## src/rtl/nes_bus_arb.sv

```systemverilog
// CPU-side bus arbiter: debugger > OAM sprite DMA > CPU onto one shared slave bus,
// with OR-reduced slave read data and a DMA engine triggered by a CPU write to DMA_ADDR.
module nes_bus_arb #(
   parameter int             AW           = 16,
   parameter int             DW           = 8,
   parameter int             SLAVE_CNT    = 3,
   parameter logic [AW-1:0]  DMA_ADDR     = 16'h4014,
   parameter logic [AW-1:0]  OAMDATA_ADDR = 16'h2004,
   parameter int             DMA_LEN      = 256,
   parameter int             RD_WAIT      = 0
) (
   input  logic                    clk,
   input  logic                    rst,
   input  logic [AW-1:0]           cpu_a,
   input  logic [DW-1:0]           cpu_dout,
   input  logic                    cpu_r_nw,
   output logic                    cpu_ready,
   output logic [DW-1:0]           cpu_din,
   input  logic                    dbg_active,
   input  logic [AW-1:0]           dbg_a,
   input  logic [DW-1:0]           dbg_dout,
   input  logic                    dbg_r_nw,
   output logic [DW-1:0]           dbg_din,
   output logic [AW-1:0]           bus_a,
   output logic [DW-1:0]           bus_dout,
   output logic                    bus_r_nw,
   input  logic [SLAVE_CNT*DW-1:0] s_dout,
   output logic                    dma_busy
);

   localparam int CW = (DMA_LEN > 1) ? $clog2(DMA_LEN) : 1;
   localparam int WW = (RD_WAIT > 0) ? $clog2(RD_WAIT + 1) : 1;
   localparam logic [CW-1:0] LAST = CW'(DMA_LEN - 1);
   localparam logic [WW-1:0] WMAX = WW'(RD_WAIT);

   typedef enum logic [1:0] {IDLE, ALIGN, READ, WRITE} state_t;

   state_t          r_state, w_next;
   logic [7:0]      r_pg;
   logic [CW-1:0]   r_cnt;
   logic [WW-1:0]   r_wcnt;
   logic [DW-1:0]   r_dbuf;

   logic [DW-1:0]   w_rdata;
   logic            w_trig;
   logic            w_wait;
   logic [AW-1:0]   w_rd_a;
   logic [AW-1:0]   w_dma_a;
   logic            w_dma_r_nw;

   // Slaves drive zero when not addressed, so a plain OR merges them.
   always_comb begin
      w_rdata = '0;
      for (int i = 0; i < SLAVE_CNT; i++) w_rdata = w_rdata | s_dout[i*DW +: DW];
   end

   assign w_trig = (r_state == IDLE) & ~dbg_active & ~cpu_r_nw & (cpu_a == DMA_ADDR);
   assign w_wait = (r_wcnt != WMAX);
   assign w_rd_a = AW'({r_pg, 8'(r_cnt)});

   always_comb begin
      w_next     = r_state;
      w_dma_a    = DMA_ADDR;
      w_dma_r_nw = 1'b1;
      case (r_state)
         IDLE:  if (w_trig) w_next = ALIGN;
         ALIGN: w_next = READ;
         READ: begin
            w_dma_a = w_rd_a;
            if (!w_wait) w_next = WRITE;
         end
         WRITE: begin
            w_dma_a    = OAMDATA_ADDR;
            w_dma_r_nw = 1'b0;
            w_next     = (r_cnt == LAST) ? IDLE : READ;
         end
         default: w_next = IDLE;
      endcase
      // Debugger ownership freezes the engine so the same access is replayed later.
      if (dbg_active) w_next = r_state;
   end

   always_ff @(posedge clk) begin
      if (rst) begin
         r_state <= IDLE;
         r_pg    <= '0;
         r_cnt   <= '0;
         r_wcnt  <= '0;
         r_dbuf  <= '0;
      end else begin
         r_state <= w_next;
         if (!dbg_active) begin
            case (r_state)
               IDLE: if (w_trig) begin
                  r_pg  <= 8'(cpu_dout);
                  r_cnt <= '0;
               end
               ALIGN: r_wcnt <= '0;
               READ: begin
                  if (w_wait) r_wcnt <= r_wcnt + 1'b1;
                  else        r_dbuf <= w_rdata;
               end
               WRITE: if (r_cnt != LAST) begin
                  r_cnt  <= r_cnt + 1'b1;
                  r_wcnt <= '0;
               end
               default: ;
            endcase
         end
      end
   end

   assign dma_busy  = (r_state != IDLE);
   assign cpu_ready = ~dbg_active & ~dma_busy;
   assign cpu_din   = w_rdata;
   assign dbg_din   = w_rdata;

   always_comb begin
      bus_a    = cpu_a;
      bus_dout = cpu_dout;
      bus_r_nw = cpu_r_nw;
      if (dbg_active) begin
         bus_a    = dbg_a;
         bus_dout = dbg_dout;
         bus_r_nw = dbg_r_nw;
      end else if (dma_busy) begin
         bus_a    = w_dma_a;
         bus_dout = r_dbuf;
         bus_r_nw = w_dma_r_nw;
      end
   end

endmodule

```

## config.mk

```make
export PLATFORM = sky130hd
export DESIGN_NAME = nes_bus_arb
export DESIGN_NICKNAME = d
export VERILOG_FILES = /design/src/rtl/nes_bus_arb.sv
export SDC_FILE = /design/constraint.sdc
export NUM_CORES = 1
export LEC_CHECK = 0
export ABC_AREA = 1
export BUFFER_PORTS_ARGS = -buffer_cell sky130_fd_sc_hd__buf_2
export CAP_MARGIN = 25
export CORE_MARGIN = 8
export CORE_UTILIZATION = 40
export CTS_BUF_LIST = sky130_fd_sc_hd__clkbuf_8
export DETAILED_ROUTE_END_ITERATION = 10
export GPL_TIMING_DRIVEN = 0
export PLACE_DENSITY = 0.75
export SLEW_MARGIN = 20
export SYNTH_ARGS = -nofsm -noshare
export SYNTH_HDL_FRONTEND = slang
export SYNTH_SLANG_ARGS = --single-unit
```

## constraint.sdc

```tcl
create_clock -name clk -period 3.05 [get_ports clk]
set_input_delay 0 -clock clk [delete_from_list [all_inputs] [get_ports clk]]
set_output_delay 0 -clock clk [all_outputs]
set_load 0.02 [all_outputs]
```

Word level (Yosys, flattened, before mapping)
Cells that the tools add are included.
{"block": "classes", "add_sub_neg": 2, "eq_ne": 9, "muxes": 18, "bitwise_logic": 10, "reduce_logical": 9}
{"cell": "16-bit 2-to-1 mux", "count": 2}
{"cell": "8-bit 2-to-1 mux", "count": 4}
{"cell": "16-bit case mux with 2 select lines", "count": 1}
{"cell": "16-bit by 15-bit == test with 1-bit output (second input constant)", "count": 1}
{"cell": "8-bit OR", "count": 2}
{"cell": "8-bit case mux with 2 select lines", "count": 1}
{"cell": "3-bit AND reduction", "count": 4}
{"cell": "8-bit by 1-bit adder with 8-bit output (second input constant)", "count": 1}
{"cell": "8-bit == test (second input constant)", "count": 1}
{"cell": "8-bit inequality test (second input constant)", "count": 1}
{"cell": "2-bit case mux with 4 select lines", "count": 1}
{"cell": "2-bit 2-to-1 mux", "count": 3}
{"cell": "2-bit inequality test (second input constant)", "count": 3}
{"cell": "1-bit 2-to-1 mux", "count": 5}
{"cell": "1-bit bitwise AND", "count": 4}
{"cell": "2-bit == test (second input constant)", "count": 2}
{"cell": "1-bit NOT", "count": 4}
{"cell": "4-bit AND reduction", "count": 1}
{"cell": "2-bit nonzero test", "count": 2}
{"cell": "1-bit case mux with 3 select lines", "count": 1}
{"cell": "3-bit nonzero test", "count": 1}
{"cell": "2-bit by 1-bit == test with 1-bit output (second input constant)", "count": 1}
{"cell": "2-bit logical NOT", "count": 1}
{"cell": "1-bit adder (second input constant)", "count": 1}
{"block": "totals", "ff_bits": 27}

Longest topological paths before layout
Gate-level depths: netlist of the first run.
{"block": "depth", "word_depth": 6, "ltp_mapped": 10}

Worst setup path after synthesis of the first run
Ideal clock, no wire load.
{"block": "synth_timing", "kind": "flip-flop to output port", "start": "register r_state[0]", "end": "output port bus_a[0]", "t_arrival_ns": 1.457, "setup_slack_ns": 1.593, "stages_incl_launch_ff": 7, "cell_sequence": "dfxtp_1 -> nor2_2 -> inv_1 -> nor2_1 -> buf_4 -> inv_1 -> o221ai_1"}
{"element": "start, declared", "line": "38", "text": "state_t r_state, w_next;"}
{"element": "start signal, assigned", "line": "91", "text": "r_state <= w_next;"}
{"element": "2-bit nonzero test", "line": "113", "text": "assign dma_busy = (r_state != IDLE);"}
{"element": "net dma_busy", "line": "28", "text": "output logic dma_busy"}
{"element": "16-bit 2-to-1 mux", "line": "126", "text": "end else if (dma_busy) begin"}
{"element": "16-bit 2-to-1 mux", "line": "122", "text": "if (dbg_active) begin"}
{"element": "end, declared", "line": "24", "text": "output logic [AW-1:0] bus_a,"}
The timed path passes the listed nets, and every way through them passes these cells.

Worst setup path in the final report of the first run
{"block": "layout_timing", "start": "register r_state[0]", "end": "output port bus_a[15]"}
{"block": "layout_between", "elab_chain_len": 4}
{"element": "2-bit == test", "line": "65", "text": "case (r_state)"}
{"element": "16-bit case mux with 2 select lines", "line": "65"}
{"element": "16-bit 2-to-1 mux *", "line": "126"}
{"element": "16-bit 2-to-1 mux *", "line": "122"}
Mark *: on every way between the ends. The rest lies on a longest branch, timed or not.

==> flow_metrics.env, run 1 <==
export IMPL_outcome="finished, final reports clean"
export IMPL_fmax_mhz=510
export IMPL_power_density_nw_per_um2=324
export IMPL_synth_top_area_share_pct=27.8
export IMPL_path_cells="inv_1 > nand3_1 > clkbuf_1 > o221ai_1 > buf_2"
export IMPL_critPathMaxStageDelay_ps=450
export IMPL_fp_dieH_um=84.4
export IMPL_use_met1_pct=22.4
export IMPL_synthTopCellsByArea="dfxtp_1 28%, nand2_1 14%, inv_1 7.6%"
export IMPL_synth_top_area_cell="dfxtp_1"
export IMPL_finalPower_mw=0.841
export IMPL_grt_remaining_overflow=0
export IMPL_synthArstFlopShare_pct=0
export IMPL_worst_r2r_path_depth=4
export IMPL_ant_nets=0
export IMPL_synth_ff_type="dfxtp_1"
export IMPL_pin_count=120
export IMPL_nets=487
export IMPL_ctsResizeCount=0
export IMPL_yosysSeqAreaShare_pct=27.8
export IMPL_coreArea_um2=4630
export IMPL_critical_path_max_fanout=10
export IMPL_drv_cap=0
export IMPL_diodes=0
export IMPL_timing_hold_ws_ps=7.79
export IMPL_drt_pass1_iterations=4
export IMPL_syn_instance_count=287
export IMPL_period_needed_ps=1960
export IMPL_io_buffers=117
export IMPL_hold_depth=3
export IMPL_synth_warnings=0
export IMPL_start_util_pct=40.5
export IMPL_synth_nets=365
export IMPL_die_area_um2=7130
export IMPL_synth_edff_count=0
export IMPL_cp_depth=5
export IMPL_power_leakage_nw=1.20
export IMPL_hold_viol=0
export IMPL_worst_path_buf_inv=3
export IMPL_synth_common_cells="70 x nand2_1, 38 x inv_1, 26 x dfxtp_1, 26 x nor2_1, 21 x a21oi_1"
export IMPL_rsz0062_at_grt="false"
export IMPL_crit_required_ps=3050
export IMPL_worst_pin_slew_ps=565
export IMPL_gp_congestion=0.923
export IMPL_area_growth_pct=38.7
export IMPL_drive_above_1_share_pct=36.5
export IMPL_first_global_vias=2111
export IMPL_clock_path_buffers=2
export IMPL_antenna_found_initial=0
export IMPL_maxSlewViolCount=0
export IMPL_syn_area_um2=1870
export IMPL_ys_seq_elements=26
export IMPL_routed_wl_um=6590
export IMPL_ys_types=32
export IMPL_avgSynthCellArea_um2=6.53
export IMPL_slew_headroom_pct=62.3
export IMPL_cp_slowest_cell="clkbuf_1"
export IMPL_min_path_type="primary input to flip-flop"
export IMPL_clkLatencyLatePin_ps=270
export IMPL_cts_buffers=3
export IMPL_vias_per_cell=4.97
export IMPL_cts_root_buffer="clkbuf_8"
export IMPL_cts_hold_buf=0
export IMPL_skew_ps=4.19
export IMPL_clock_sinks=26
export IMPL_met2_usage_pct=29.1
export IMPL_drt_initial_drc_count=130
export IMPL_vias=2296
export IMPL_setup_worst_path_end_class="output pin"
export IMPL_busiest_layer="met2"
export IMPL_wl_per_cell_um=14.3
export IMPL_cpLargestDelayFamily="buffers and inverters"
export IMPL_nFillCells=473
export IMPL_worstSetupPathType="flip-flop to output pin"
export IMPL_fin_tns_setup_ps=0
export IMPL_period_share_pct=64.3
export IMPL_stdcell_area_um2=2600
export IMPL_met3_usage_pct=3.90
export IMPL_ir_drop_mv=0.240
export IMPL_utilization_pct=56.1
export IMPL_finalSetupViolCount=0
export IMPL_start_kind="flip-flop"
export IMPL_route_detailed_drc=0
export IMPL_grt_pass1_wl_um=10300
export IMPL_rows=25
export IMPL_dp_hpwl_um=5360
export IMPL_yosysMostFrequentCell="nand2_1"
export IMPL_track_usage_pct=17.7
export IMPL_arrival_ps=1960
export IMPL_postPlaceCellArea_um2=2530
export IMPL_grt_max_degree=16
export IMPL_die_x_um=84.4
export IMPL_cts_htree_levels=1
export IMPL_path_clk_slew_ps=90
export IMPL_cts_tree="done"
export IMPL_post_cts_buffers=0
==> per-layer routing <==
layer | vias up | routed length (um) | share of wire (%)
met3 | 7 | 569 | 8.6
met2 | 92 | 3040 | 46
li1 | 1186 | - | -
met5 | - | 0 | 0
met4 | 0 | 77 | 1.2
met1 | 1011 | 2900 | 44
==> where the power goes <==
group | leakage [nW] | switching (mW) | internal [mW]
sequential | 0.209 | 0.00000416 | 0.339
combinational | 0.955 | 0.123 | 0.0901
clock | 0.0357 | 0.113 | 0.176
total | 1.20 | 0.236 | 0.605
==> sequential cells by signal, indices dropped and copies added, names as in the netlist <==
register	count
r_dbuf	8
r_state	2
r_cnt	8
r_pg	8
==> worst register-to-register path: cells and delay by family, from the launching register on <==
| family | cells | cell delay [ps] |
|---|---|---|
| and+or+nand+nor | 1 | 320 |
| AOI/OAI and AO/OA | 1 | 130 |
| buffers and inverters | 2 | 560 |
| DFF | 1 | 440 |
==> final timing paths <==
path / start / endpoint / slack (ps)
worst max-delay path: r_state[0] / bus_a[15] / 1090
worst min-delay path: cpu_dout[7] / r_pg[7] / 8
worst max register to register: r_state[0] / r_dbuf[5] / 1490
worst min register to register: r_dbuf[7] / r_dbuf[7] / 460
==> cells in the final DEF, fill, tap and decap left out, types with 2 or more instances in the layout <==
cell,count
buf_4,9
a21oi_1,21
nand3_1,14
clkbuf_1,5
inv_1,38
dfxtp_1,26
clkbuf_8,5
nand2_1,70
nand2_4,2
nor2_2,2
nor3_1,3
a211oi_1,8
nand2_2,3
or3_1,8
o21ai_0,12
o211ai_1,17
o221ai_1,5
buf_6,3
buf_2,118
nor2_1,26
==> final cells by class <==
type	instances	area [um^2]	share of cell area, %
Inverter	40	158	6.07
Multi-Input combinational cell	200	1040	39.9
Buffer	21	158	6.07
Timing Repair Buffer	117	586	22.5
Sequential cell	26	520	20.0
Clock inverter	1	30.0	1.16
Tap cell	54	67.6	2.60
Clock buffer	3	41.3	1.59
==> per-stage QoR <==
stage / setup WS [ps] / std cells
floorplan: 1590 / 287
finish: 1090 / 462
CTS: 1100 / 462
detailed placement: 1410 / 458
global route: 886 / 462
global placement: 1390 / 458
==> kinds of logic (layout without fill, tap and decap cells) <==
family / count (synthesis) / after routing / share of synthesized area, %
simple gates: 132 / 132 / 31.6
compound gates: 67 / 67 / 23.1
buf+inv: 61 / 182 / 16.8
flops: 26 / 26 / 27.8
fa+ha+maj: 1 / 1 / 0.668
Power figures use the tool's default switching activity.
==> run 2, diff against run 1 <==
- ABC_AREA: 1 -> 0
- clock period: 3.05 -> 1.97 ns (I/O delays scaled with it)
==> run 2 against run 1 <==
Against the previous run: design area shrank 0.48%; clock skew fell by 0.75 ps; flip-flop and latch count unchanged; critical path depth rose by 1; hold slack gained 3.8 ps; critical path type unchanged; critical endpoint is now bus_dout[0].
==> flow_metrics.env, run 2 <==
export IMPL_reg2reg_from="r_cnt[0]"
export IMPL_critical_path_max_fanout=10
export IMPL_synth_common_cells="38 x o21ai_0, 28 x nand2_1, 26 x dfxtp_1, 22 x mux2i_1, 13 x a21oi_1"
export IMPL_antenna_found_initial=0
export IMPL_grt_pass1_wl_um=10700
export IMPL_dp_cells=424
export IMPL_regToRegEndpoint="r_cnt[0]"
export IMPL_ff_latch_area_um2=520
export IMPL_cts_buffers=3
export IMPL_vias_per_cell=5.38
export IMPL_io_buffers=118
export IMPL_area_growth_pct=38.2
export IMPL_drt_initial_drc_count=100
export IMPL_maxSlewViolCount=0
export IMPL_synthArstFlopShare_pct=0
export IMPL_synth_edff_count=0
export IMPL_start_kind="flip-flop"
export IMPL_avgSynthCellArea_um2=7.42
export IMPL_worstSetupPathType="flip-flop to output pin"
export IMPL_final_common_cell="buf_2"
export IMPL_nFillCells=479
export IMPL_fp_dieH_um=84.4
export IMPL_power_leakage_nw=1.14
export IMPL_yosysSeqAreaShare_pct=27.8
export IMPL_fmax_mhz=548
export IMPL_synth_nets=330
export IMPL_skew_ps=3.43
export IMPL_reg_largest_list="r_cnt x8, r_dbuf x8, r_pg x8"
export IMPL_drive_above_1_share_pct=39.6
export IMPL_die_area_um2=7120
export IMPL_period_share_pct=92.6
export IMPL_syn_area_um2=1870
export IMPL_clock_sinks=26
export IMPL_crit_required_ps=1970
export IMPL_cp_slowest_cell="dfxtp_1"
export IMPL_synth_top_area_cell="dfxtp_1"
export IMPL_cts_htree_levels=1
export IMPL_dp_hpwl_um=5570
export IMPL_worst_pin_slew_ps=584
export IMPL_multi_input_area_um2=1160
export IMPL_route_detailed_drc=0
export IMPL_wl_per_cell_um=15.8
export IMPL_cp_common_cell="buf_2"
export IMPL_min_path_type="primary input to flip-flop"
export IMPL_rsz0062_at_grt="false"
export IMPL_syn_instance_count=252
export IMPL_gp_congestion=0.858
export IMPL_layoutNonFillerInstCount=428
export IMPL_grt_remaining_overflow=0
export IMPL_hold_path_end="r_pg[6]"
export IMPL_critPathLaunch="r_state[0]"
export IMPL_rows=25
export IMPL_cts_tree="done"
export IMPL_ant_nets=0
export IMPL_arrival_ps=1820
export IMPL_period_needed_ps=1820
export IMPL_diodes=0
export IMPL_critPathMaxStageDelay_ps=360
export IMPL_post_cts_buffers=0
export IMPL_regToRegSetupSlack_ps=170
export IMPL_routed_wl_um=6750
export IMPL_synth_warnings=0
export IMPL_finalSetupViolCount=0
export IMPL_hold_viol=0
export IMPL_drt_pass1_iterations=4
export IMPL_ir_drop_mv=0.267
export IMPL_final_cell_mix="122 x buf_2, 38 x o21ai_0, 28 x nand2_1, 26 x dfxtp_1, 22 x mux2i_1"
export IMPL_worst_path_buf_inv=3
export IMPL_start_util_pct=40.4
export IMPL_ys_types=44
export IMPL_yosysMostFrequentCell="o21ai_0"
export IMPL_pin_count=120
export IMPL_clkLatencyLatePin_ps=270
export IMPL_setup_worst_path_end_class="output pin"
export IMPL_cp_depth=6
export IMPL_slew_headroom_pct=60.5
export IMPL_track_usage_pct=18.2
export IMPL_nets=454
export IMPL_cpLargestDelayFamily="buffers and inverters"
export IMPL_worstHoldStart="cpu_dout[6]"
export IMPL_hold_depth=3
export IMPL_coreArea_um2=4630
export IMPL_synth_top_area_share_pct=27.8
export IMPL_worst_r2r_path_depth=5
export IMPL_vias=2303
export IMPL_grt_max_degree=14
export IMPL_synthTopCellsByArea="dfxtp_1 28%, mux2i_1 12%, o21ai_0 10%"
export IMPL_first_global_vias=2305
export IMPL_ys_seq_elements=26
export IMPL_outcome="finished, final reports clean"
export IMPL_path_clk_slew_ps=90
export IMPL_clock_path_buffers=2
export IMPL_cts_root_buffer="clkbuf_8"
export IMPL_path_cells="buf_2 > nor2_4 > inv_1 > mux2i_1 > o21ai_0 > buf_2"
export IMPL_synth_ff_type="dfxtp_1"
export IMPL_drv_cap=0
export IMPL_die_x_um=84.4
export IMPL_power_density_nw_per_um2=441
export IMPL_fin_tns_setup_ps=0
run 2: tightest hold or removal path, stage by stage:
cell and delay, ps:
buf_2 110, nand4_1 60, a21oi_1 60
run 2: area by class of cell:
type | instances | area share, %
Sequential cell | 26 | 20.1
Clock buffer | 3 | 1.60
Timing Repair Buffer | 119 | 23.2
Multi-Input combinational cell | 187 | 44.8
Inverter | 12 | 1.74
Buffer | 27 | 5.91
Tap cell | 54 | 2.61
run 2: worst max-delay path by stage:
stage,endpoint
after floorplan,bus_dout[0]
after global placement,r_cnt[5]
after detailed placement,r_cnt[0]
after CTS,bus_dout[0]
after global routing,bus_dout[0]
final,bus_dout[0]
run 2: repair_timing:
action | CTS | global route
hold endpoints to repair | 1 | 0
resized for setup | 1 | 0
hold buffers | 1 | 0
endpoints found under the setup margin | 4 | 0
run 2: power breakdown:
| group | switching [mW] | internal (mW) |
|---|---|---|
| sequential | 0.000000688 | 0.525 |
| combinational | 0.186 | 0.132 |
| clock | 0.159 | 0.137 |
| total | 0.345 | 0.794 |
run 2: kinds of logic after synthesis:
family                   Yosys count  synth area share, %
multiplexers                      22                 11.8
AO/OA/AOI/OAI                     78                 24.8
flip-flops                        26                 27.8
AND/OR/NAND/NOR                   86                 24.3
buffers and inverters             39                 10.6
adder cells (fa/ha/maj)            1                0.669
run 2: metrics by stage:
stage / area, um^2 / hold slack [ps] / total power, mW / setup WS [ps] / util [%]
4_1_cts: 2580 / 5.02 / 1.15 / 129 / 55.8
2_1_floorplan: 1870 / 154 / 0.699 / 236 / -
3_5_place_dp: 2530 / 286 / 0.854 / 211 / 54.6
6_report: 2580 / 11.6 / 1.14 / 147 / 55.8
3_3_place_gp: 2530 / 284 / 0.849 / 232 / 54.6
5_1_grt: 2580 / 9.91 / 1.19 / 16.3 / 55.8
run 2: layer usage:
metal	global-route usage, %	part of all wire (%)
met2	31.9	47
met1	19.4	41
met5	0	0
met3	5.17	8.4
met4	9.06	2.9
